==> config.mk <==
export PLATFORM = sky130hd
export DESIGN_NAME = rr_preset_regbank_flat
export DESIGN_NICKNAME = d
export VERILOG_FILES = /design/src/rtl/rr_preset_regbank_pkg.sv /design/src/rtl/rr_preset_regbank_if.sv /design/src/rtl/rr_preset_regbank_arbiter.sv /design/src/rtl/rr_preset_regbank.sv /design/src/flat_wrapper.sv
export SDC_FILE = /design/constraint.sdc
export NUM_CORES = 1
export LEC_CHECK = 0
export CAP_MARGIN = 0
export CORE_MARGIN = 10
export CORE_UTILIZATION = 57
export DETAILED_ROUTE_END_ITERATION = 8
export PLACE_DENSITY_LB_ADDON = 0.05
export SETUP_SLACK_MARGIN = 0.3
export SYNTH_ARGS = -nofsm -noshare
export SYNTH_HDL_FRONTEND = slang
export SYNTH_SLANG_ARGS = --single-unit
==> constraint.sdc <==
create_clock -name CLK -period 5.65 [get_ports CLK]
set_clock_uncertainty 0.2 [all_clocks]
set_input_delay 1.13 -clock CLK [delete_from_list [all_inputs] [get_ports CLK]]
set_output_delay 1.13 -clock CLK [all_outputs]
set_load 0.01 [all_outputs]
==> src/rtl/rr_preset_regbank_pkg.sv <==
// Shared types and helpers for the round-robin register bank: FSM state
// encoding, a constant clog2 and a grant one-hot builder.
package rr_preset_regbank_pkg;

  localparam int MAX_NREQ = 8;

  typedef enum logic [0:0] {
    IDLE  = 1'b0,
    WRITE = 1'b1
  } state_e;

  function automatic int clog2(input int unsigned v);
    int r;
    r = 0;
    for (int i = 0; i < 32; i++) begin
      if ((32'd1 << i) < v) begin
        r = i + 1;
      end
    end
    return r;
  endfunction

  // Bits at or above nreq are never set, so callers may truncate to nreq bits.
  function automatic logic [MAX_NREQ-1:0] onehot(input int idx, input int nreq);
    logic [MAX_NREQ-1:0] v;
    v = {MAX_NREQ{1'b0}};
    for (int i = 0; i < MAX_NREQ; i++) begin
      if ((i == idx) && (i < nreq)) begin
        v[i] = 1'b1;
      end
    end
    return v;
  endfunction

endpackage

==> src/rtl/rr_preset_regbank_if.sv <==
// Write-port / read-port bundle between the requesters (master) and the
// shared register bank (slave).
interface rr_preset_regbank_if #(
  parameter int NREQ = 4,
  parameter int DW   = 8,
  parameter int AW   = 3
);
  logic                 clr;
  logic [NREQ-1:0]      req;
  logic [NREQ*AW-1:0]   addr;
  logic [NREQ*DW-1:0]   wdata;
  logic [NREQ-1:0]      gnt;
  logic                 busy;
  logic [AW-1:0]        rd_addr;
  logic [DW-1:0]        rd_data;
  logic                 wr_err;

  modport master (
    output clr, req, addr, wdata, rd_addr,
    input  gnt, busy, rd_data, wr_err
  );

  modport slave (
    input  clr, req, addr, wdata, rd_addr,
    output gnt, busy, rd_data, wr_err
  );
endinterface

==> src/rtl/rr_preset_regbank_arbiter.sv <==
// Combinational round-robin pick: first asserted request scanning upward
// from ptr_i with wrap-around.
module rr_arbiter_core
  import rr_preset_regbank_pkg::*;
#(
  parameter int NREQ = 4,
  parameter int PW   = clog2(NREQ)
) (
  input  logic [NREQ-1:0] req_i,
  input  logic [PW-1:0]   ptr_i,
  output logic [PW-1:0]   winner_o,
  output logic            valid_o
);

  logic [2*NREQ-1:0] dbl_s;
  logic [NREQ-1:0]   rot_s;
  int                sum_s;

  // Rotate so bit k of rot_s is requester (ptr+k) mod NREQ; ptr_i < NREQ always.
  always_comb begin
    dbl_s = {req_i, req_i} >> ptr_i;
    rot_s = dbl_s[NREQ-1:0];
  end

  // Lowest rotated bit wins; translate back to an absolute requester index.
  always_comb begin
    winner_o = {PW{1'b0}};
    valid_o  = 1'b0;
    sum_s    = 0;
    for (int k = 0; k < NREQ; k++) begin
      if (!valid_o && rot_s[k]) begin
        valid_o = 1'b1;
        sum_s   = int'(ptr_i) + k;
        if (sum_s >= NREQ) begin
          sum_s = sum_s - NREQ;
        end else begin
          sum_s = sum_s;
        end
        winner_o = PW'(sum_s);
      end else begin
        winner_o = winner_o;
      end
    end
  end

endmodule

==> src/rtl/rr_preset_regbank.sv <==
// Register bank of NREG async-preset flops with a single write port shared by
// NREQ requesters through a round-robin arbiter (IDLE grant, WRITE commit).
module rr_preset_regbank
  import rr_preset_regbank_pkg::*;
#(
  parameter int              NREQ     = 4,
  parameter int              NREG     = 6,
  parameter int              DW       = 8,
  parameter int              AW       = clog2(NREG),
  parameter logic [DW-1:0]   REG_INIT = {DW{1'b1}}
) (
  input logic               CLK,
  input logic               PRESET,
  rr_preset_regbank_if.slave bus
);

  localparam int PW = clog2(NREQ);

  state_e          state_q, state_d;
  logic [PW-1:0]   ptr_q, ptr_d;
  logic [NREQ-1:0] gnt_q, gnt_d;
  logic            busy_q, busy_d;
  logic [AW-1:0]   lat_addr_q, lat_addr_d;
  logic [DW-1:0]   lat_data_q, lat_data_d;
  logic [DW-1:0]   regs_q [NREG];
  logic [DW-1:0]   regs_d [NREG];
  logic            wr_err_q, wr_err_d;

  logic [PW-1:0]   winner_s;
  logic            valid_s;
  logic            in_range_s;
  logic [DW-1:0]   rd_data_s;

  rr_arbiter_core #(
    .NREQ (NREQ),
    .PW   (PW)
  ) u_arb (
    .req_i    (bus.req),
    .ptr_i    (ptr_q),
    .winner_o (winner_s),
    .valid_o  (valid_s)
  );

  assign in_range_s = (int'(lat_addr_q) < NREG);

  // Next-state: grant/latch in IDLE, commit in WRITE; clr overrides any commit.
  always_comb begin
    state_d    = state_q;
    ptr_d      = ptr_q;
    gnt_d      = {NREQ{1'b0}};
    busy_d     = 1'b0;
    lat_addr_d = lat_addr_q;
    lat_data_d = lat_data_q;
    regs_d     = regs_q;
    wr_err_d   = wr_err_q;
    case (state_q)
      IDLE: begin
        if (valid_s) begin
          gnt_d      = NREQ'(onehot(int'(winner_s), NREQ));
          lat_addr_d = bus.addr[winner_s*AW +: AW];
          lat_data_d = bus.wdata[winner_s*DW +: DW];
          busy_d     = 1'b1;
          state_d    = WRITE;
          if (int'(winner_s) == NREQ - 1) begin
            ptr_d = {PW{1'b0}};
          end else begin
            ptr_d = winner_s + PW'(1);
          end
        end else begin
          state_d = IDLE;
        end
      end
      WRITE: begin
        if (in_range_s) begin
          for (int i = 0; i < NREG; i++) begin
            if (lat_addr_q == AW'(i)) begin
              regs_d[i] = lat_data_q;
            end else begin
              regs_d[i] = regs_q[i];
            end
          end
        end else begin
          wr_err_d = 1'b1;
        end
        state_d = IDLE;
      end
      default: begin
        state_d = IDLE;
      end
    endcase
    if (bus.clr) begin
      for (int i = 0; i < NREG; i++) begin
        regs_d[i] = {DW{1'b0}};
      end
      wr_err_d = 1'b0;
    end else begin
      wr_err_d = wr_err_d;
    end
  end

  // State and register bank, asynchronously preset.
  always_ff @(posedge CLK or posedge PRESET) begin
    if (PRESET) begin
      state_q    <= IDLE;
      ptr_q      <= {PW{1'b0}};
      gnt_q      <= {NREQ{1'b0}};
      busy_q     <= 1'b0;
      lat_addr_q <= {AW{1'b0}};
      lat_data_q <= {DW{1'b0}};
      wr_err_q   <= 1'b0;
      for (int i = 0; i < NREG; i++) begin
        regs_q[i] <= REG_INIT;
      end
    end else begin
      state_q    <= state_d;
      ptr_q      <= ptr_d;
      gnt_q      <= gnt_d;
      busy_q     <= busy_d;
      lat_addr_q <= lat_addr_d;
      lat_data_q <= lat_data_d;
      wr_err_q   <= wr_err_d;
      regs_q     <= regs_d;
    end
  end

  // Read port has no write bypass; unmapped addresses return zero.
  always_comb begin
    rd_data_s = {DW{1'b0}};
    for (int i = 0; i < NREG; i++) begin
      if (bus.rd_addr == AW'(i)) begin
        rd_data_s = regs_q[i];
      end else begin
        rd_data_s = rd_data_s;
      end
    end
  end

  assign bus.rd_data = rd_data_s;
  assign bus.gnt     = gnt_q;
  assign bus.busy    = busy_q;
  assign bus.wr_err  = wr_err_q;

endmodule

==> src/flat_wrapper.sv <==
// flat-port wrapper written by rule: the top's interface ports become plain ports
module rr_preset_regbank_flat import rr_preset_regbank_pkg::*;
#(
  parameter int              NREQ     = 4,
  parameter int              NREG     = 6,
  parameter int              DW       = 8,
  parameter int              AW       = clog2(NREG),
  parameter logic [DW-1:0]   REG_INIT = {DW{1'b1}}
)
  (CLK, PRESET, bus_clr, bus_req, bus_addr, bus_wdata, bus_rd_addr, bus_gnt, bus_busy, bus_rd_data, bus_wr_err);
  rr_preset_regbank_if #(.NREQ(NREQ), .DW(DW), .AW(AW)) bus_i ();
  input logic CLK;
  input logic PRESET;
  input wire logic [$bits(bus_i.clr)-1:0] bus_clr;
  input wire logic [$bits(bus_i.req)-1:0] bus_req;
  input wire logic [$bits(bus_i.addr)-1:0] bus_addr;
  input wire logic [$bits(bus_i.wdata)-1:0] bus_wdata;
  input wire logic [$bits(bus_i.rd_addr)-1:0] bus_rd_addr;
  output wire logic [$bits(bus_i.gnt)-1:0] bus_gnt;
  output wire logic [$bits(bus_i.busy)-1:0] bus_busy;
  output wire logic [$bits(bus_i.rd_data)-1:0] bus_rd_data;
  output wire logic [$bits(bus_i.wr_err)-1:0] bus_wr_err;
  assign bus_i.clr = bus_clr;
  assign bus_i.req = bus_req;
  assign bus_i.addr = bus_addr;
  assign bus_i.wdata = bus_wdata;
  assign bus_i.rd_addr = bus_rd_addr;
  assign bus_gnt = bus_i.gnt;
  assign bus_busy = bus_i.busy;
  assign bus_rd_data = bus_i.rd_data;
  assign bus_wr_err = bus_i.wr_err;
  rr_preset_regbank #(.NREQ(NREQ), .NREG(NREG), .DW(DW), .AW(AW), .REG_INIT(REG_INIT)) u_core (.CLK(CLK), .PRESET(PRESET), .bus(bus_i));
endmodule
==> flow_summary_export.csv <==
group,metric,value,unit
outcome,outcome,"completed",
synthesis,yosysSeqAreaShare,47.45,%
drt,drt_iter0_markers,226,
clock_tree,clockBufferDepth,2,
critical_path,setup.worst_path.start_class,"primary input",
placement,dp_slack,1.025,ns
cells_and_area,syn_to_final_growth,25.16,%
synthesis,netlist.area_leader.share,34.46,%
synthesis,syn_inst,362,
placement,place.gp.congestion,0.8033,
critical_path,cp.buffers_inverters,4,
cells_and_area,most-common-layout-cells,"clkdlybuf4s50_1 (67), nand2_1 (62), mux2i_1 (50), dfstp_2 (48), nor2_1 (45)",
critical_path,crit_path_max_incr_delay,0.88,ns
clock_tree,htree_num_levels,3,
floorplan,initial_utilization,58.30,%
floorplan,die-height,100.1,microns
cells_and_area,finalNonFillerCells,503,
global_route,antenna_found_initial,0,
global_route,grt_first_pass_wirelength,14710,microns
floorplan,die_x,100.1,microns
floorplan,row_count,29,
drt,wl,8915,microns
sta,worstMarginPinSlew,0.9480,ns
critical_path,critPathKind,"primary input to output port",
sta,period_share,82.06,%
floorplan,core_area,6277,sq um
clock_tree,cts-root-buf,"clkbuf_8",
placement,io_buffers,67,
drt,via_per_inst,5.833,
synthesis,synthArstFlopShare,100.0,%
floorplan,die_area,10030,sq um
pwr,total_power,1.796,mW
clock_tree,cts_hold_buf,0,
synthesis,yosys-top-cells-area,"dfstp_2 (34%), mux2i_1 (14%), dfrtp_1 (13%), nand2_1 (6.4%), nor2_1 (4.6%)",
sta,min_period,4.637,ns
clock_tree,cts_resized,0,
global_route,grt_overflow,0,
sta,rsz0062_at_grt,"no",
global_route,grt_max_degree,50,
job,drv_cap,0,
clock_tree,cts_buffers,9,
pwr,p_leak,1.701,nW
pwr,ir_worst_vdd,0.2410,mV
sta,setup_viol,0,
critical_path,crit_fanout,12,
critical_path,end_kind,"output port",
drt,drc,0,
drt,firstDrtPassIters,4,
placement,place_area,4322,sq um
cells_and_area,fin_area,4581,sq um
drt,ant_nets,0,
clock_tree,clk_pin_slew,0.07,ns
critical_path,worst-endpoint-arrival,3.31,ns
pwr,cellPowerDensity,392.1,nW/um^2
synthesis,syn_nets,417,
critical_path,cp_common_cell,"clkdlybuf4s50_1",
cells_and_area,antenna_cells,0,
critical_path,crit_family,"buffers and inverters",
clock_tree,cts_setup_buffers,0,
clock_tree,cts_sinks,67,
synthesis,yosysTopAreaCell,"dfstp_2",
sta,hold_viol_final,0,
global_route,grt_usage,17.90,%
global_route,grt_pass1_vias,2981,
sta,max_freq,215.7,MHz
synthesis,syn-cell-area,3660,sq um
synthesis,ys.flop_type,"dfstp_2",
placement,dp.cells,487,
worst_hold_path,min_path_type,"register to register",
sta,slew_viol_final,0,
critical_path,critPathSlowestCell,"clkdlybuf4s50_1",
clock_tree,cts_tree,"done",
sta,holdWs,0.2693,ns
synthesis,yosys_warnings,0,
placement,hpwlAfterDp,6512,microns
sta,relSlewSlack,36.46,%
cells_and_area,final_common_cell,"clkdlybuf4s50_1",
drt,route.vias.total,2934,
sta,tns,0,ns
synthesis,synth_edf_count,0,
synthesis,ys_ff_latch,67,
cells_and_area,layout.nets,476,
synthesis,ys_types,47,
clock_tree,clock_latency,0.34,ns
critical_path,path_cells,"clkdlybuf4s50_1 > buf_4 > mux4_2 > inv_1 > o22ai_1 > clkdlybuf4s50_1",
floorplan,num_io_pins,68,
drt,drt-wirelength-per-cell,17.72,microns
critical_path,crit_required,4.32,ns
cells_and_area,drive_gt1_share,22.07,%
cells_and_area,fin_util,72.97,%
sta,fin_ws,1.013,ns
synthesis,avgSynthCellArea,10.11,sq um
-- cells by family (layout without fill, tap and decap cells) --
logic type,after synthesis,in the layout,share of synthesized area (%)
mux,52,52,14.91
fa+ha+maj,1,1,0.3418
flops,67,67,47.45
simple gates,140,140,16.99
compound gates,72,72,15.90
buf+inv,30,94,4.410
-- area by class of cell --
cell class                 instances  area [sq um]
multi-input combinational        265          1762
sequential                        67          1737
fill                             478          1697
timing repair buffer              71         700.7
clock buffer                      10         148.9
clock inverter                     6         110.1
tap                               77         96.34
inverter                           7         26.28
-- report_power, final --
group	switching [mW]	total (mW)	internal, mW
logic	0.288	0.535	0.248
registers	0.140	0.755	0.615
clock network	0.187	0.506	0.319
-- Yosys cell counts, types with 5 or more instances --
cell type,instances
nand2_1,62
mux2i_1,50
dfstp_2,48
nor2_1,45
a21oi_1,29
dfrtp_1,19
clkbuf_1,11
and3_1,8
a211oi_1,7
a2111oi_2,6
inv_1,6
o221ai_1,6
a31oi_1,5
-- tightest hold or removal path, cell delays in order, from the launching register on --
cell and delay, ns:
dfstp_2 0.37, nand2_1 0.05, a21oi_1 0.05
-- registers in the layout (all words and copies together) (netlist names) --
| name | flops |
|---|---|
| u_core.regs_q | 48 |
| u_core.lat_data_q | 8 |
| u_core.bus.gnt | 4 |
| u_core.lat_addr_q | 3 |
| u_core.ptr_q | 2 |
| u_core.bus.busy | 1 |
| u_core.bus.wr_err | 1 |
-- routing by layer --
| metal | track usage [%] | routed length [microns] | vias up |
|---|---|---|---|
| met5 | 0 | 0 | - |
| met4 | 8.261 | 189 | 0 |
| met1 | 22.98 | 3999 | 1410 |
| met3 | 4.670 | 557 | 20 |
| met2 | 27.60 | 4169 | 109 |
| li1 | - | - | 1395 |
-- worst paths after layout --
path | from | slack, ns | to | depth (start not counted)
setup / recovery | bus_rd_addr[0] | 1.01 | bus_rd_data[4] | 6
hold / removal | u_core.regs_q[40] | 0.27 | u_core.regs_q[40] | 2
setup reg to reg | u_core.bus.busy | 3.20 | u_core.lat_data_q[0] | 4
hold reg to reg | u_core.regs_q[40] | 0.27 | u_core.regs_q[40] | 2
max in group asynchronous | PRESET | 3.41 | u_core.regs_q[2] | 3
min in group asynchronous | PRESET | 0.91 | u_core.bus.gnt[3] | 2
No activity file was read; power rests on OpenSTA's default activity.
